$ cat config.mk
export PLATFORM = sky130hd
export DESIGN_NAME = led_matrix_scan
export DESIGN_NICKNAME = d
export VERILOG_FILES = /design/src/rtl/ledm_pkg.sv /design/src/rtl/ledm_fb.sv /design/src/rtl/led_matrix_scan.sv
export SDC_FILE = /design/constraint.sdc
export NUM_CORES = 1
export LEC_CHECK = 0
export BUFFER_PORTS_ARGS = -buffer_cell sky130_fd_sc_hd__buf_2
export CAP_MARGIN = 30
export CORE_MARGIN = 2
export CORE_UTILIZATION = 45
export CTS_BUF_LIST = sky130_fd_sc_hd__clkbuf_16
export CTS_CLUSTER_DIAMETER = 80
export DETAILED_ROUTE_END_ITERATION = 10
export PLACE_DENSITY = 0.6
export SYNTH_ARGS = -nofsm -noshare
export SYNTH_HDL_FRONTEND = slang
export SYNTH_SLANG_ARGS = --single-unit
$ cat constraint.sdc
create_clock -name clk -period 2.2 [get_ports clk]
set_input_delay 0.22 -clock clk [delete_from_list [all_inputs] [get_ports clk]]
set_output_delay 0.22 -clock clk [all_outputs]
set_load 0.02 [all_outputs]
$ cat src/rtl/ledm_pkg.sv
// Shared constants, state type and row-select helper for the LED matrix scanner.
package ledm_pkg;
    localparam int NUM_ROWS = 8;
    localparam int ROW_W    = 3;
    localparam int COL_W    = 8;

    typedef enum logic {BLANK = 1'b0, SHOW = 1'b1} ledm_state_t;

    localparam logic [NUM_ROWS-1:0] ROW_OFF = 8'hFF;
    localparam logic [COL_W-1:0]    COL_OFF = 8'h00;

    // One-hot active-low select for a row index.
    function automatic logic [NUM_ROWS-1:0] row_sel(input logic [ROW_W-1:0] idx);
        return ~(NUM_ROWS'(1) << idx);
    endfunction
endpackage

$ cat src/rtl/ledm_fb.sv
// Frame-buffer storage: 1 or 2 banks of 8x8 bits, synchronous write, registered row read.
// rd_data is the display register; it is cleared on rd_clr so the column pins blank.
module ledm_fb
    import ledm_pkg::*;
#(
    parameter int NUM_BANKS = 1
) (
    input  logic             clk,
    input  logic             rst,
    input  logic             we,
    input  logic             w_bank,
    input  logic [ROW_W-1:0] w_row,
    input  logic [COL_W-1:0] w_data,
    input  logic             rd_en,
    input  logic             rd_clr,
    input  logic             rd_bank,
    input  logic [ROW_W-1:0] rd_row,
    output logic [COL_W-1:0] rd_data
);
    logic [NUM_BANKS-1:0][NUM_ROWS-1:0][COL_W-1:0] mem;
    logic wb, rb;

    assign wb = (NUM_BANKS > 1) ? w_bank  : 1'b0;
    assign rb = (NUM_BANKS > 1) ? rd_bank : 1'b0;

    // Read and write share an edge, so a same-cycle write to the latched row shows the old data.
    always_ff @(posedge clk or negedge rst) begin
        if (!rst) begin
            mem     <= '0;
            rd_data <= COL_OFF;
        end else begin
            if (we)
                mem[wb][w_row] <= w_data;
            if (rd_en)
                rd_data <= mem[rb][rd_row];
            else if (rd_clr)
                rd_data <= COL_OFF;
        end
    end
endmodule

$ cat src/rtl/led_matrix_scan.sv
// Row-multiplexed 8x8 LED matrix driver with blanking gap between rows.
// Define LEDM_DOUBLE_BUF_EN for two banks with tear-free swap at the frame boundary.
module led_matrix_scan
    import ledm_pkg::NUM_ROWS, ledm_pkg::ROW_W, ledm_pkg::ledm_state_t,
           ledm_pkg::ROW_OFF, ledm_pkg::row_sel;
#(
    parameter int DIV   = 3375,
    parameter int BLANK = 16
) (
    input  logic       clk,
    input  logic       rst,
    input  logic       we,
    input  logic [2:0] w_row,
    input  logic [7:0] w_data,
    input  logic       swap,
    output logic [7:0] col,
    output logic [7:0] row,
    output logic       frame_start,
    output logic       swap_done
);
    localparam int            CW         = (DIV > 1) ? $clog2(DIV) : 1;
    localparam logic [CW-1:0] BLANK_LAST = CW'(BLANK - 1);
    localparam logic [CW-1:0] SHOW_LAST  = CW'(DIV - BLANK - 1);

    ledm_state_t      state;
    logic [CW-1:0]    cnt;
    logic [ROW_W-1:0] idx;
    logic             blank_end, show_end, frame_end;
    logic             front, wr_bank;

    assign blank_end = (state == ledm_pkg::BLANK) && (cnt == BLANK_LAST);
    assign show_end  = (state == ledm_pkg::SHOW)  && (cnt == SHOW_LAST);
    assign frame_end = show_end && (idx == ROW_W'(NUM_ROWS - 1));

    always_ff @(posedge clk or negedge rst) begin
        if (!rst) begin
            state       <= ledm_pkg::BLANK;
            cnt         <= '0;
            idx         <= '0;
            row         <= ROW_OFF;
            frame_start <= 1'b0;
        end else begin
            frame_start <= blank_end && (idx == '0);
            if (blank_end) begin
                state <= ledm_pkg::SHOW;
                cnt   <= '0;
                row   <= row_sel(idx);
            end else if (show_end) begin
                state <= ledm_pkg::BLANK;
                cnt   <= '0;
                idx   <= idx + 1'b1;
                row   <= ROW_OFF;
            end else begin
                cnt <= cnt + 1'b1;
            end
        end
    end

`ifdef LEDM_DOUBLE_BUF_EN
    localparam int NUM_BANKS = 2;
    logic pending;

    // A swap seen on the boundary cycle itself only arms the next frame's swap.
    always_ff @(posedge clk or negedge rst) begin
        if (!rst) begin
            front     <= 1'b0;
            pending   <= 1'b0;
            swap_done <= 1'b0;
        end else begin
            swap_done <= frame_end && pending;
            if (frame_end) begin
                pending <= swap;
                if (pending)
                    front <= ~front;
            end else if (swap) begin
                pending <= 1'b1;
            end
        end
    end
    assign wr_bank = ~front;
`else
    localparam int NUM_BANKS = 1;
    logic unused_swap;
    assign unused_swap = swap;
    assign front       = 1'b0;
    assign wr_bank     = 1'b0;
    assign swap_done   = 1'b0;
`endif

    ledm_fb #(.NUM_BANKS(NUM_BANKS)) u_fb (
        .clk     (clk),
        .rst     (rst),
        .we      (we),
        .w_bank  (wr_bank),
        .w_row   (w_row),
        .w_data  (w_data),
        .rd_en   (blank_end),
        .rd_clr  (show_end),
        .rd_bank (front),
        .rd_row  (idx),
        .rd_data (col)
    );
endmodule
Word level (Yosys, flattened, before mapping)
Cells that the tools add are included.
- word-level logic and storage cells: 45
- input bits: 15
- bits in registers: 97
- output and inout port bits: 18
- reductions and logical operators: 7
- add/subtract/negate cells: 2
- mux-type cells: 13
- bitwise logic cells: 3
- $lt $le $gt $ge: 3
- shift-type cells: 1
- eq/ne operators: 2
- operator list (operator ; count):
    64-bit bitwise mux ; 1
    8-bit two-way mux ; 6
    8-bit binary-select mux with 3-bit select ; 1
    8-bit demux with 3-bit select ; 1
    12-bit two-way mux ; 2
    12-bit by 1-bit adder with 12-bit output, second input constant ; 1
    12-bit == test, second input constant ; 1
    12-bit by 4-bit == test with 1-bit output, second input constant ; 1
    3-bit by 4-bit < comparator with 1-bit output, second input constant ; 2
    8-bit NOT ; 1
    1-bit by 3-bit << shifter with 8-bit output, first input constant ; 1
    1-bit logical AND ; 4
    3-bit by 1-bit adder with 3-bit output, second input constant ; 1
    3-bit by 1-bit >= comparator with 1-bit output, second input constant ; 1
    3-bit logical NOT ; 1
    1-bit two-way mux ; 2
    1-bit NOT ; 2
    2-bit AND reduction ; 1
    2-bit nonzero test ; 1

Depth between registers and ports, before layout
- word-level depth: 5
- mapped depth: 7
- depth with buffers taken out: 6

Cells and area by module
From an unflattened synthesis, not the netlist that was laid out.
- cell total of the unflattened synthesis: 311
- area, all modules: 4474.3 µm²
- by module, submodules not included (module ; area each (µm²) ; sequential area each (µm²) ; cells each ; times used):
    ledm_fb ; 3271.9 ; 1801.7 ; 211 ; 1
    led_matrix_scan ; 1202.4 ; 635.6 ; 100 ; 1

Worst setup path before layout
Ideal clock, no wire load.
- path kind: register to register
- start: register cnt[0]
- end: register idx[1]
- buffers on the path: 0
- setup time: 0.125 ns
- slack: 0.628 ns
- clock period less this slack: 1.572 ns
- data arrival time: 1.447 ns
- required time: 2.075 ns
- stages on the path, launching flop included: 7
- path through: dfrtp_1 > inv_1 > ha_1 > and4_1 > nand3_1 > nor2_2 > mux2_2
- word-level cells in the longest chain between the ends: 4
- elaborated cells between the ends (all ways): 6
- those cells by class: eq/ne (2); bitwise (1); reduce/logical (3)
- ends and longest elaborated chain (what ; RTL line ; source):
    start, declared ; led_matrix_scan.sv:26 ; logic [CW-1:0] cnt;
    start signal, assigned ; led_matrix_scan.sv:54 ; cnt <= cnt + 1'b1;
    12-bit by 4-bit == test with 1-bit output ; led_matrix_scan.sv:31 ; assign blank_end = (state == ledm_pkg::BLANK) && (cnt == BLANK_LAST);
    1-bit logical AND ; led_matrix_scan.sv:31 ;
    1-bit NOT (no source line) ; -- ;
    2-bit AND reduction (no source line) * ; -- ;
    end signal, assigned ; led_matrix_scan.sv:51 ; idx <= idx + 1'b1;
    end, declared ; led_matrix_scan.sv:27 ; logic [ROW_W-1:0] idx;
Every way passes the cells marked *; elsewhere a longest branch is shown, timed or not.
A chain may end at the register's enable or synchronous reset.

Final worst setup path
- start: register cnt[0]
- end: register u_fb.rd_data[2]
- word-level cells in the longest chain between the ends: 3
- elaborated cells between the ends (all ways): 6
- those cells by class: eq/ne (2); mux (1); reduce/logical (3)
- ends and longest elaborated chain (what ; RTL line ; source):
    12-bit by 4-bit == test with 1-bit output / 12-bit == test (equally long branches) ; led_matrix_scan.sv:31, led_matrix_scan.sv:32 ;
    1-bit logical AND, on equally long branches ; led_matrix_scan.sv:31, led_matrix_scan.sv:32 ;
    8-bit two-way mux / 2-bit nonzero test (equally long branches) ; -- ;
    end signal, assigned ; ledm_fb.sv:35 ; rd_data <= mem[rb][rd_row];
    end, declared ; ledm_fb.sv:18 ; output logic [COL_W-1:0] rd_data
Parallel ways exist; a longest one is shown, timed or not.

==> qor.log <==
qor: outcome.result_of_the_run finished clean
qor: timing.worst_clock_skew 0.0114 ns
qor: timing.report.final.slew_viol_count 0
qor: final_layout.finish.net_count 368
qor: clocking.tritoncts.num_buffers 9
qor: setup_path.critical-path-slowest-cell sky130_fd_sc_hd__dfrtp_1
qor: logic_synthesis.yosysTopAreaCell sky130_fd_sc_hd__dfrtp_1
qor: timing.fmax 0.508 GHz
qor: drt.routedWlPerCell 17.6 µm
qor: logic_synthesis.ranking_of_synthesized_cells_by_area sky130_fd_sc_hd__dfrtp_1 (50%), sky130_fd_sc_hd__mux2_2 (16%), sky130_fd_sc_hd__mux4_2 (8.0%)
qor: global_route.grt_pass1_vias 2744
qor: global_route.grt-ovfl-total 0
qor: pwr.max-vdd-ir-drop 0.417 mV
qor: setup_path.worst-path-max-fanout 6
qor: clocking.cts_max_path_buffers 2
qor: die.floorplan.initialDensity 46.1%
qor: die.core_area 0.00973 mm²
qor: setup_path.criticalPathCategory flip-flop to flip-flop
qor: final_layout.post_route_cells_drive_above_1_share 47.4%
qor: logic_synthesis.ys_ff_latch 97
qor: setup_path.r2r_slack 0.23 ns
qor: clocking.post_cts_buffers 0
qor: logic_synthesis.post_synth_num_cell_types 35
qor: die.io_pins 33
qor: timing.hold_viol 0
qor: final_layout.insertedDiodeCount 0
qor: clocking.cts_tree yes
qor: setup_path.stage_delay_of_the_slowest_cell_on_the_critical_path 0.41 ns
qor: pwr.power.static_leakage 2.21 nW
qor: logic_synthesis.synth_top_cell_area_share 49.7%
qor: hold_path.holdCritPathClass input pin to flip-flop
qor: clocking.clkTransAtPathRegs 0.07 ns
qor: logic_synthesis.netlist_area 0.00448 mm²
qor: die.die_width 104 µm
qor: timing.final_min_period 1.97 ns
qor: logic_synthesis.most_repeated_cell_in_the_gate_level_netlist_after_synthesis sky130_fd_sc_hd__dfrtp_1
qor: timing.timing.max_slew.rel_slack 60.2%
qor: final_layout.area_of_combinational_cells_with_multiple_inputs 0.00191 mm²
qor: setup_path.cp.depth 5
qor: drt.wirelength 8.49 mm
qor: logic_synthesis.syn_nets 328
qor: logic_synthesis.synth_edf_count 0
qor: logic_synthesis.ys.warnings.count 0
qor: logic_synthesis.post_synthesis_sequential_area_ratio 54.4%
qor: logic_synthesis.synthArstFlopShare 100%
qor: final_layout.post-route-util 52.6%
qor: clocking.htree_levels 3
qor: logic_synthesis.synth_cells 305
qor: logic_synthesis.synth.avg_cell_area 14.7 µm²
qor: setup_path.critPathCaptureType flip-flop
qor: setup_path.ff2ff_path_depth 5
qor: global_route.grt_pass1_wl 14.3 mm
qor: clocking.buffer_cell_driving_the_clock_tree_root sky130_fd_sc_hd__clkbuf_16
qor: drt.route.detailed.drc 0
qor: setup_path.worstPathCellList ha_1 > nor2b_1 > nand4_1 > buf_4 > o32ai_2
qor: drt.vias_per_cell 5.31
qor: drt.detailroute.via_count 2564
qor: setup_path.cp_num_buf_inv 1
qor: timing.worstMarginPinSlew 0.596 ns
qor: setup_path.cp-start-kind flip-flop
qor: setup_path.critical_path_arrival 2.21 ns
qor: pwr.power.density_cell_area 846 mW/mm²
qor: global_route.globalRouteTotalUtil 17.1%
qor: setup_path.setup.worst_path.end u_fb.rd_data[2]
qor: setup_path.timing.critical_path.from cnt[0]
qor: timing.setup_total_negative_slack 0 ns
qor: hold_path.timing.hold.worst.start w_data[2]
qor: setup_path.critical-path-top-delay-family simple AND/OR/NAND/NOR gates
qor: die.die_h 104 µm
qor: place.finalWeightedCongestion 0.762
qor: global_route.antenna_found_initial 1
qor: drt.antenna_left 0
qor: setup_path.critical_path_required 2.44 ns
qor: run.drv.max_cap_violation_count 0
qor: clocking.worst_skew_pair.late_latency 0.34 ns
qor: place.numPortBuffers 30
qor: drt.number_of_violations_reported_at_the_end_of_detailed_routing_iteration_0 77
qor: final_layout.sequential_standard_cell_area 0.00244 mm²
qor: global_route.maximum_number_of_pins_on_one_net_before_global_route_repair 98
qor: die.floorplan.die_area 0.0108 mm²
qor: die.num_rows 36
qor: setup_path.regToRegStartpoint cnt[0]
qor: timing.finalSetupViolations 0
qor: timing.layout_worst_path_cycle_share 89.4%
qor: drt.first_pass_iters 4
qor: clocking.clock_sinks 97
qor: place.dp.final_hpwl 5.49 mm
qor: final_layout.syn_to_final_growth 14.3%
qor: logic_synthesis.synth_commonest_cells sky130_fd_sc_hd__dfrtp_1 (89), sky130_fd_sc_hd__mux2_2 (65), sky130_fd_sc_hd__nor2_1 (27)
qor: logic_synthesis.dominantRegCellSynth sky130_fd_sc_hd__dfrtp_1
qor: timing.grt_setup_unrepaired no
qor: setup_path.regToRegEndpoint u_fb.rd_data[2]
qor: final_layout.fillCellCount 860
==> area by class of cell <==
class / instances / area share, %
flip-flops and latches: 97 / 47.6
multi-input cells: 181 / 37.3
repair buffers: 43 / 5.18
clock buffers: 9 / 4.40
well taps: 133 / 3.25
clock inverters: 7 / 1.34
inverters: 13 / 0.953
==> cell families (layout without fill, tap and decap cells) <==
kind of cell	Yosys count	in the layout	share of synthesized area, %
and+or+nand+nor	61	61	8.21
other	1	1	0.0836
xor gates and xnor gates	11	11	2.15
buffers and inverters	27	72	3.01
adders and majority gates	8	8	2.23
muxes	82	82	24.6
AOI/OAI and AO/OA	18	18	5.36
DFF	97	97	54.4
==> through the flow <==
| stage | hold slack [ns] | instances | setup slack, ns | total power (W) | instance area [µm²] |
|---|---|---|---|---|---|
| 2_1_floorplan | -0.0756 | 305 | 0.628 | 0.00262 | 4480 |
| 3_3_place_gp | 0.318 | 466 | 0.283 | 0.00279 | 4820 |
| 3_5_place_dp | 0.319 | 466 | 0.243 | 0.00282 | 4820 |
| 4_1_cts | 0.205 | 483 | 0.216 | 0.00440 | 5120 |
| 5_1_grt | 0.210 | 483 | 0.0348 | 0.00453 | 5120 |
| 6_report | 0.209 | 483 | 0.233 | 0.00434 | 5120 |
==> per-layer routing <==
| layer | part of all wire (%) | wire [µm] | track usage [%] | up-vias |
|---|---|---|---|---|
| met2 | 47 | 3960 | 26.4 | 46 |
| met4 | 1.1 | 97 | 5.60 | 2 |
| met1 | 49 | 4160 | 24.2 | 1324 |
| met5 | 0.22 | 19 | 0 | - |
| met3 | 3.0 | 258 | 3.90 | 12 |
| li1 | - | - | - | 1180 |
==> where the power goes <==
| group | internal [W] | switching [W] |
|---|---|---|
| clock network | 0.000882 | 0.000674 |
| registers | 0.00207 | 0.000133 |
| logic | 0.000340 | 0.000241 |
==> sequential cells by signal, summed over array words and instances (netlist names) <==
signal	flops
cnt	12
frame_start	1
idx	3
row	8
state	1
u_fb.mem	64
u_fb.rd_data	8
==> cells in the final DEF, fill, tap and decap left out, types with 2 or more instances in the layout <==
cell,Yosys,routed
sky130_fd_sc_hd__dfrtp_1,89,89
sky130_fd_sc_hd__mux2_2,65,65
sky130_fd_sc_hd__buf_2,6,29
sky130_fd_sc_hd__nor2_1,27,27
sky130_fd_sc_hd__mux4_2,16,16
sky130_fd_sc_hd__inv_1,12,13
sky130_fd_sc_hd__buf_4,3,12
sky130_fd_sc_hd__clkbuf_16,0,9
sky130_fd_sc_hd__o32ai_2,8,8
sky130_fd_sc_hd__ha_1,8,8
sky130_fd_sc_hd__dfstp_2,8,8
sky130_fd_sc_hd__nand4_1,7,7
sky130_fd_sc_hd__nand2_1,6,6
sky130_fd_sc_hd__xor2_1,6,6
sky130_fd_sc_hd__xnor2_1,5,5
sky130_fd_sc_hd__a2bb2oi_1,5,5
sky130_fd_sc_hd__nand4b_1,3,3
sky130_fd_sc_hd__a2bb2oi_2,3,3
sky130_fd_sc_hd__clkinv_1,1,2
sky130_fd_sc_hd__nor4_2,2,2
sky130_fd_sc_hd__and4_1,2,2
sky130_fd_sc_hd__nand3_1,2,2
sky130_fd_sc_hd__and2_1,2,2
sky130_fd_sc_hd__and3_1,2,2
sky130_fd_sc_hd__nor2_2,2,2
sky130_fd_sc_hd__nor3b_4,2,2
sky130_fd_sc_hd__inv_6,0,2
==> worst min-delay path by stage <==
| stage | slack [ns] | depth (start not counted) | endpoint |
|---|---|---|---|
| final | 0.21 | 2 | u_fb.mem[26] |
| after global routing | 0.21 | 2 | u_fb.mem[17] |
| after CTS | 0.20 | 2 | u_fb.mem[17] |
| after detailed placement | 0.32 | 2 | cnt[2] |
| after global placement | 0.32 | 2 | cnt[2] |
| after floorplan | -0.08 | 0 | cnt[0] |
==> what timing repair did <==
item                                   in CTS  in global routing
hold buffers                                1                  0
resized for setup                           0                  0
endpoints found under the hold margin      89                  0
Power figures use the tool's default switching activity.
